==> src/rtl/arith_pkg.sv <==
// Shared arithmetic definitions: op encoding and chunk-size helpers for the
// pipelined adder/subtractor.
package arith_pkg;

  localparam logic OP_ADD = 1'b0;
  localparam logic OP_SUB = 1'b1;

  function automatic int chunk_width(input int width, input int stages);
    return width / stages;
  endfunction

  function automatic bit chunk_legal(input int width, input int stages);
    return (stages >= 1) && (width >= stages) && ((width % stages) == 0);
  endfunction

endpackage

==> src/rtl/chunk_adder.sv <==
// Combinational CHUNK-bit adder with carry in/out; one instance per pipeline stage.
module chunk_adder #(
  parameter int CHUNK = 8
) (
  input  logic [CHUNK-1:0] a,
  input  logic [CHUNK-1:0] b,
  input  logic             ci,
  output logic [CHUNK-1:0] s,
  output logic             co
);

  assign {co, s} = {1'b0, a} + {1'b0, b} + {{CHUNK{1'b0}}, ci};

endmodule

==> src/rtl/pipelined_addsub.sv <==
// Pipelined two's-complement adder/subtractor: one CHUNK-bit slice per stage,
// carry registered between stages, valid/ready flow control with bubble collapse.
module pipelined_addsub
  import arith_pkg::*;
#(
  parameter int WIDTH  = 16,
  parameter int STAGES = 2
) (
  input  logic             clk,
  input  logic             rst_n,
  input  logic             in_valid,
  output logic             in_ready,
  input  logic [WIDTH-1:0] a,
  input  logic [WIDTH-1:0] b,
  input  logic             cin,
  input  logic             sub,
  output logic             out_valid,
  input  logic             out_ready,
  output logic [WIDTH-1:0] sum,
  output logic             cout,
  output logic             ovf,
  output logic             zero
);

  localparam int CHUNK = chunk_width(WIDTH, STAGES);
  localparam int LAST  = STAGES - 1;

  if (!chunk_legal(WIDTH, STAGES)) begin : g_bad_params
    $error("pipelined_addsub: WIDTH must be a non-zero multiple of STAGES");
  end

  logic [STAGES-1:0]             v, en, v_in, c_in, c_r, co;
  logic [STAGES-1:0][WIDTH-1:0]  a_r, b_r, s_r;
  logic [STAGES-1:0][WIDTH-1:0]  a_in, b_in, s_in, s_next;
  logic [STAGES-1:0][CHUNK-1:0]  s_chunk;
  logic                          ovf_r, zero_r, ovf_next, zero_next;

  // Stage k consumes either the port operands (k=0) or stage k-1 registers.
  always_comb begin
    // NOTE: every combinational output gets a default first so no path can infer a latch.
    a_in = '0;
    b_in = '0;
    s_in = '0;
    c_in = '0;
    v_in = '0;
    a_in[0] = a;
    b_in[0] = (sub == OP_SUB) ? ~b : b;
    c_in[0] = (sub == OP_SUB) ? ~cin : cin;
    v_in[0] = in_valid;
    for (int k = 1; k < STAGES; k++) begin
      a_in[k] = a_r[k-1];
      b_in[k] = b_r[k-1];
      s_in[k] = s_r[k-1];
      c_in[k] = c_r[k-1];
      v_in[k] = v[k-1];
    end
  end

  for (genvar k = 0; k < STAGES; k++) begin : g_stage
    chunk_adder #(.CHUNK(CHUNK)) u_add (
      .a  (a_in[k][k*CHUNK +: CHUNK]),
      .b  (b_in[k][k*CHUNK +: CHUNK]),
      .ci (c_in[k]),
      .s  (s_chunk[k]),
      .co (co[k])
    );
  end

  always_comb begin
    s_next = s_in;
    for (int k = 0; k < STAGES; k++) begin
      s_next[k][k*CHUNK +: CHUNK] = s_chunk[k];
    end
  end

  // A stage may load when empty or when its successor is loading this cycle.
  always_comb begin
    en       = '0;
    en[LAST] = !v[LAST] || out_ready;
    for (int k = LAST - 1; k >= 0; k--) begin
      en[k] = !v[k] || en[k+1];
    end
  end

  assign ovf_next  = (a_in[LAST][WIDTH-1] == b_in[LAST][WIDTH-1]) &&
                     (s_next[LAST][WIDTH-1] != a_in[LAST][WIDTH-1]);
  assign zero_next = ~|s_next[LAST];

  always_ff @(posedge clk) begin
    if (!rst_n) begin
      // NOTE: data registers are reset too, so outputs read zero after reset rather than stale operands.
      v      <= '0;
      a_r    <= '0;
      b_r    <= '0;
      s_r    <= '0;
      c_r    <= '0;
      ovf_r  <= 1'b0;
      zero_r <= 1'b0;
    end else begin
      for (int k = 0; k < STAGES; k++) begin
        if (en[k]) begin
          v[k] <= v_in[k];
          if (v_in[k]) begin
            a_r[k] <= a_in[k];
            b_r[k] <= b_in[k];
            s_r[k] <= s_next[k];
            c_r[k] <= co[k];
          end
        end
      end
      if (en[LAST] && v_in[LAST]) begin
        ovf_r  <= ovf_next;
        zero_r <= zero_next;
      end
    end
  end

  // Operand copies in the last stage and low chunks already summed are never read again.
  logic unused_operand_bits;
  assign unused_operand_bits = ^{a_r, b_r};

  assign in_ready  = en[0];
  assign out_valid = v[LAST];
  assign sum       = s_r[LAST];
  assign cout      = c_r[LAST];
  assign ovf       = ovf_r;
  assign zero      = zero_r;

endmodule

==> config.mk <==
export PLATFORM = sky130hd
export DESIGN_NAME = pipelined_addsub
export DESIGN_NICKNAME = d
export VERILOG_FILES = /design/src/rtl/arith_pkg.sv /design/src/rtl/chunk_adder.sv /design/src/rtl/pipelined_addsub.sv
export SDC_FILE = /design/constraint.sdc
export NUM_CORES = 1
export LEC_CHECK = 0
export BUFFER_PORTS_ARGS = -buffer_cell sky130_fd_sc_hd__buf_2
export CAP_MARGIN = 20
export CORE_ASPECT_RATIO = 0.6
export CORE_MARGIN = 2
export CORE_UTILIZATION = 45
export CTS_BUF_LIST = sky130_fd_sc_hd__clkbuf_16
export DETAILED_ROUTE_END_ITERATION = 8
export HOLD_SLACK_MARGIN = 0.1
export PLACE_DENSITY = 0.71
export SETUP_SLACK_MARGIN = 0.4
export SKIP_CTS_REPAIR_TIMING = 1
export SKIP_LAST_GASP = 1
export SYNTH_ARGS = -nofsm -noshare
export SYNTH_HDL_FRONTEND = slang
export SYNTH_SLANG_ARGS = --single-unit
==> constraint.sdc <==
create_clock -name clk -period 3.2 [get_ports clk]
set_input_delay 0.48 -clock clk [delete_from_list [all_inputs] [get_ports clk]]
set_output_delay 0.48 -clock clk [all_outputs]
set_load 0.01 [all_outputs]
### Yosys cells after proc, flatten, opt, wreduce, memory -nomap -nowiden

Cells that the tools add are included.

| cells by class | value |
|---|---|
| $add $sub $neg | 4 |
| equal/unequal tests | 2 |
| mux-type cells | 2 |
| bitwise logic cells | 2 |
| reduce and logical (&&, ||, !) cells | 10 |

Operators by type and width:

| operator | count |
|---|---|
| $add A8 B8 Y9 | 2 |
| $add A9 B1 Y9 | 2 |
| $mux W16 | 1 |
| $not A16 Y16 | 1 |
| $reduce_or A16 Y1 | 1 |
| $reduce_and A2 Y1 | 2 |
| $logic_not A1 Y1 | 3 |
| $logic_and A1 B1 Y1 | 2 |
| $logic_or A1 B1 Y1 | 2 |
| $eq A1 B1 Y1 | 1 |
| $mux W1 | 1 |
| $ne A1 B1 Y1 | 1 |
| $not A1 Y1 | 1 |

| word-level totals | value |
|---|---|
| register bits | 62 |
| output and inout bits | 21 |

### Depth between registers and ports, before layout

| depth | value |
|---|---|
| word-level depth | 4 |
| gate-level depth with buffers | 10 |

### Hierarchy

Synthesis repeated with hierarchy kept, for this count alone.

| second synthesis, totals | value |
|---|---|
| cells, all modules | 308 |
| area, all modules | 2657.5 um2 |

By module, submodules not included:

| module | times used | cells an instance | area each (um2) | sequential area each (um2) |
|---|---|---|---|---|
| pipelined_addsub | 1 | 228 | 1996.9 | 920.9 |
| chunk_adder (g_stage[1].u_add) | 1 | 40 | 331.6 | 0.0 |
| chunk_adder (g_stage[0].u_add) | 1 | 40 | 329.1 | 0.0 |

### Least setup slack after synthesis

OpenSTA, ideal clock, no wires.

| path | value |
|---|---|
| path kind | in2reg |
| start | in sub |
| end | reg c_r[0] |
| arrival | 2755 ps |
| required time | 3069 ps |
| path slack | 313 ps |
| stages on the path | 10 |
| cells stage by stage | buf_2 > buf_4 > xor2_1 > fa_1 > fa_1 > a21o_1 > a21oi_2 > o21ai_1 > a2111oi_0 > nor3_1 |

| on the way | value |
|---|---|
| word-level cells in the longest chain between the ends | 3 |

RTL lines:

| item | line | source |
|---|---|---|
| start, declared | pipelined_addsub.sv:16 | `input logic sub,` |
| $mux W16 | pipelined_addsub.sv:47 | `b_in[0] = (sub == OP_SUB) ? ~b : b;` |
| $add A8 B8 Y9 | chunk_adder.sv:12 | `assign {co, s} = {1'b0, a} + {1'b0, b} + {{CHUNK{1'b0}}, ci};` |
| $add A9 B1 Y9 (*) | chunk_adder.sv:12 |  |
| end signal, assigned by index | pipelined_addsub.sv:107 | `c_r[k] <= co[k];` |
| end, declared | pipelined_addsub.sv:32 | `logic [STAGES-1:0] v, en, v_in, c_in, c_r, co;` |

Every way passes the cells marked *; elsewhere a longest branch is shown, timed or not.
A chain may end at the register's enable or synchronous reset.

### Worst setup path in the final report

Same ends and word-level chain as after synthesis.

==> flow_summary.ini <==
[logic_synthesis]
synth_top_family_by_area = compound AO/OA/AOI/OAI gates
synth_xor_area_share_pct = 10.7
synthesis.area_um2 = 2370
syn-mean-instance-area_um2 = 8.53
ys_ff_latch = 46
synthCells = 278
ys_types = 36
synthAdderAreaFrac_pct = 10.8
synth-simple-area-share_pct = 17.2
syn_nets = 334
ys_seq_area_share_pct = 38.8
yosys-mux-area-fraction_pct = 0
yosysWarnings = 0
synth_compound_area_share_pct = 19.4

[power]
p_leak_nw = 1.26
powerDensity_nw_per_um2 = 533
power_switching_share_pct = 27.0
internal-power_mw = 1.12
seq_power_share_pct = 42.2
power.share.clock_pct = 37.7
switching_power_mw = 0.413
p_comb_share_pct = 20.1
peakVddDrop_v = 0.000251

[grt]
grt_usage_pct = 19.0
overflow = 0
grt_max_degree = 33
grt_pass1_vias = 1874
antenna_found_initial = 0
grt_pass1_wl_mm = 8.78

[final_layout]
finalNetCount = 387
drive_above_1_share_pct = 23.5
antenna_cells = 0
final_cell_mix = buf_2, nand2_1, dfxtp_1, a21oi_1
area_growth_syn_to_layout_pct = 21.0
final_common_cell = buf_2
finish.utilization_pct = 56.5

[floorplan]
chipWidth_um = 97.7
die-area_um2 = 5890
coreArea_um2 = 5080
start_util_pct = 46.7
fp-row-count = 20
die_h_um = 60.2
boundaryPins = 59

[flow_run]
maxCapViolations = 0

[clock_network]
insertion_delay_ns = 0.29
clkSinkCount = 46
cts_buffer_depth = 2
cts-buffers-inserted = 5
cts_tree = yes
cts_root_buf = clkbuf_16
clk_pin_slew_ns = 0.06
h-tree-depth = 2

[detailed_routing]
ant_nets = 0
post-route-drc-count = 0
drt-total-wl_mm = 5.12
drtIter0Drc = 75
wire_per_inst_um = 12.9
dr.pass1.iters = 4
num_vias = 2052
drt-vias-per-instance = 5.16

[sta]
timing.final.hold_violations = 0
finalSetupTns_ns = 0
setup_viol = 0
tightestPinTransition_ns = 0.775
period_share_pct = 77.7
skew_ns = 0.00559
report.final.slew_viol_count = 0
layout_min_cycle_time_ns = 2.49
rsz0062_at_grt = no
fmax_ghz = 0.402
relSlewSlack_pct = 48.3

[placement]
place.gp.congestion = 0.877
io_buffers = 58
dp_hpwl_mm = 4.07

[setup_path]
critPathArrivalTime_ns = 2.65
cp-end-kind = flop
required_ns = 3.36
start_kind = input pin
critPathMaxFanout = 8
path_class = in -> reg

[outcome]
outcome = complete, no violations

[worst_hold_path]
hp-class = in -> reg
[area by class of cell]
class                           count  area (µm²)
Inverter                            2        7.51
Sequential cell                    46         921
Tap cell                           66        82.6
Clock buffer                        5         125
Multi-Input combinational cell    215        1380
Clock inverter                      3        41.3
Timing Repair Buffer               61         313
Fill cell                         485        2210
[logic make-up (layout without fill, tap and decap cells)]
logic type | Yosys count | in the layout
compound gates | 71 | 71
xor+xnor | 29 | 29
fa+ha+maj | 18 | 18
buf+inv | 17 | 71
flops | 46 | 46
simple gates | 97 | 97
[flip-flops by register name, indices dropped and copies added (netlist names)]
name	count
sum	16
c_r	2
v	2
s_in	8
b_in	8
a_in	8
zero	1
ovf	1
[cells in the mapped netlist]
master	n	area share (%)
nand2_1	57	9.0
dfxtp_1	46	39
a21oi_1	32	6.8
nor2_1	18	2.8
xnor2_1	18	6.6
ha_1	14	7.4
a211oi_1	11	3.5
xor2_1	11	4.1
o21ai_0	10	2.1
clkbuf_1	9	1.4
nand3_1	5	1.1
nor3_1	5	1.1
buf_2	4	0.84
fa_1	4	3.4
a21o_1	3	0.95
and2_1	3	0.79
o21a_1	3	0.95
a211oi_2	2	1.1
a21oi_2	2	0.74
inv_1	2	0.32
nand2b_1	2	0.53
nor4_1	2	0.53
o31ai_1	2	0.63
a2111oi_0	1	0.37
buf_1	1	0.16
buf_4	1	0.32
nand2_2	1	0.26
nand4_1	1	0.26
nand4b_1	1	0.37
nor2b_1	1	0.26
o211a_1	1	0.42
o21ai_1	1	0.21
o22ai_2	1	0.53
o31ai_2	1	0.53
o41ai_2	1	0.69
or2_2	1	0.26
[metrics by stage]
step	cells	hold WS, ns	total power, mW	worst slack, ns	area (µm²)
5_1_grt	398	0.449	1.61	0.507	2870
6_report	398	0.435	1.53	0.712	2870
4_1_cts	398	0.436	1.54	0.699	2870
3_3_place_gp	390	0.441	0.957	0.467	2710
3_5_place_dp	390	0.444	0.965	0.407	2710
2_1_floorplan	278	0.441	0.873	0.431	2380
[power by group through the flow]
stage	logic (mW)	registers, mW	clock network [mW]
after floorplan	0.218	0.655	0
after global placement	0.299	0.658	0
after detailed placement	0.306	0.659	0
after CTS	0.308	0.646	0.587
after global routing	0.346	0.652	0.611
final	0.308	0.647	0.577
[metal layers]
metal,track usage [%],wire [µm]
met5,0,0
met4,4.76,28
met3,4.80,347
met2,26.6,1950
met1,28.8,2800
[worst paths after layout]
| kind | from | to | slack [ns] | cells past startpoint |
|---|---|---|---|---|
| setup / recovery | sub | c_r[0] | 0.71 | 9 |
| hold reg to reg | sum[7] | sum[7] | 0.45 | 2 |
| setup reg to reg | a_in[24] | sum[14] | 0.86 | 7 |
| hold / removal | a[15] | a_in[31] | 0.43 | 3 |
[worst max-delay path, cell delays in order]
cell,delay [ns]
buf_2,0.17
xor2_1,0.19
fa_1,0.45
fa_2,0.37
a21o_1,0.20
a21oi_2,0.16
o21ai_1,0.13
a2111oi_0,0.40
nor3_1,0.09
No activity file was read; power rests on OpenSTA's default activity.
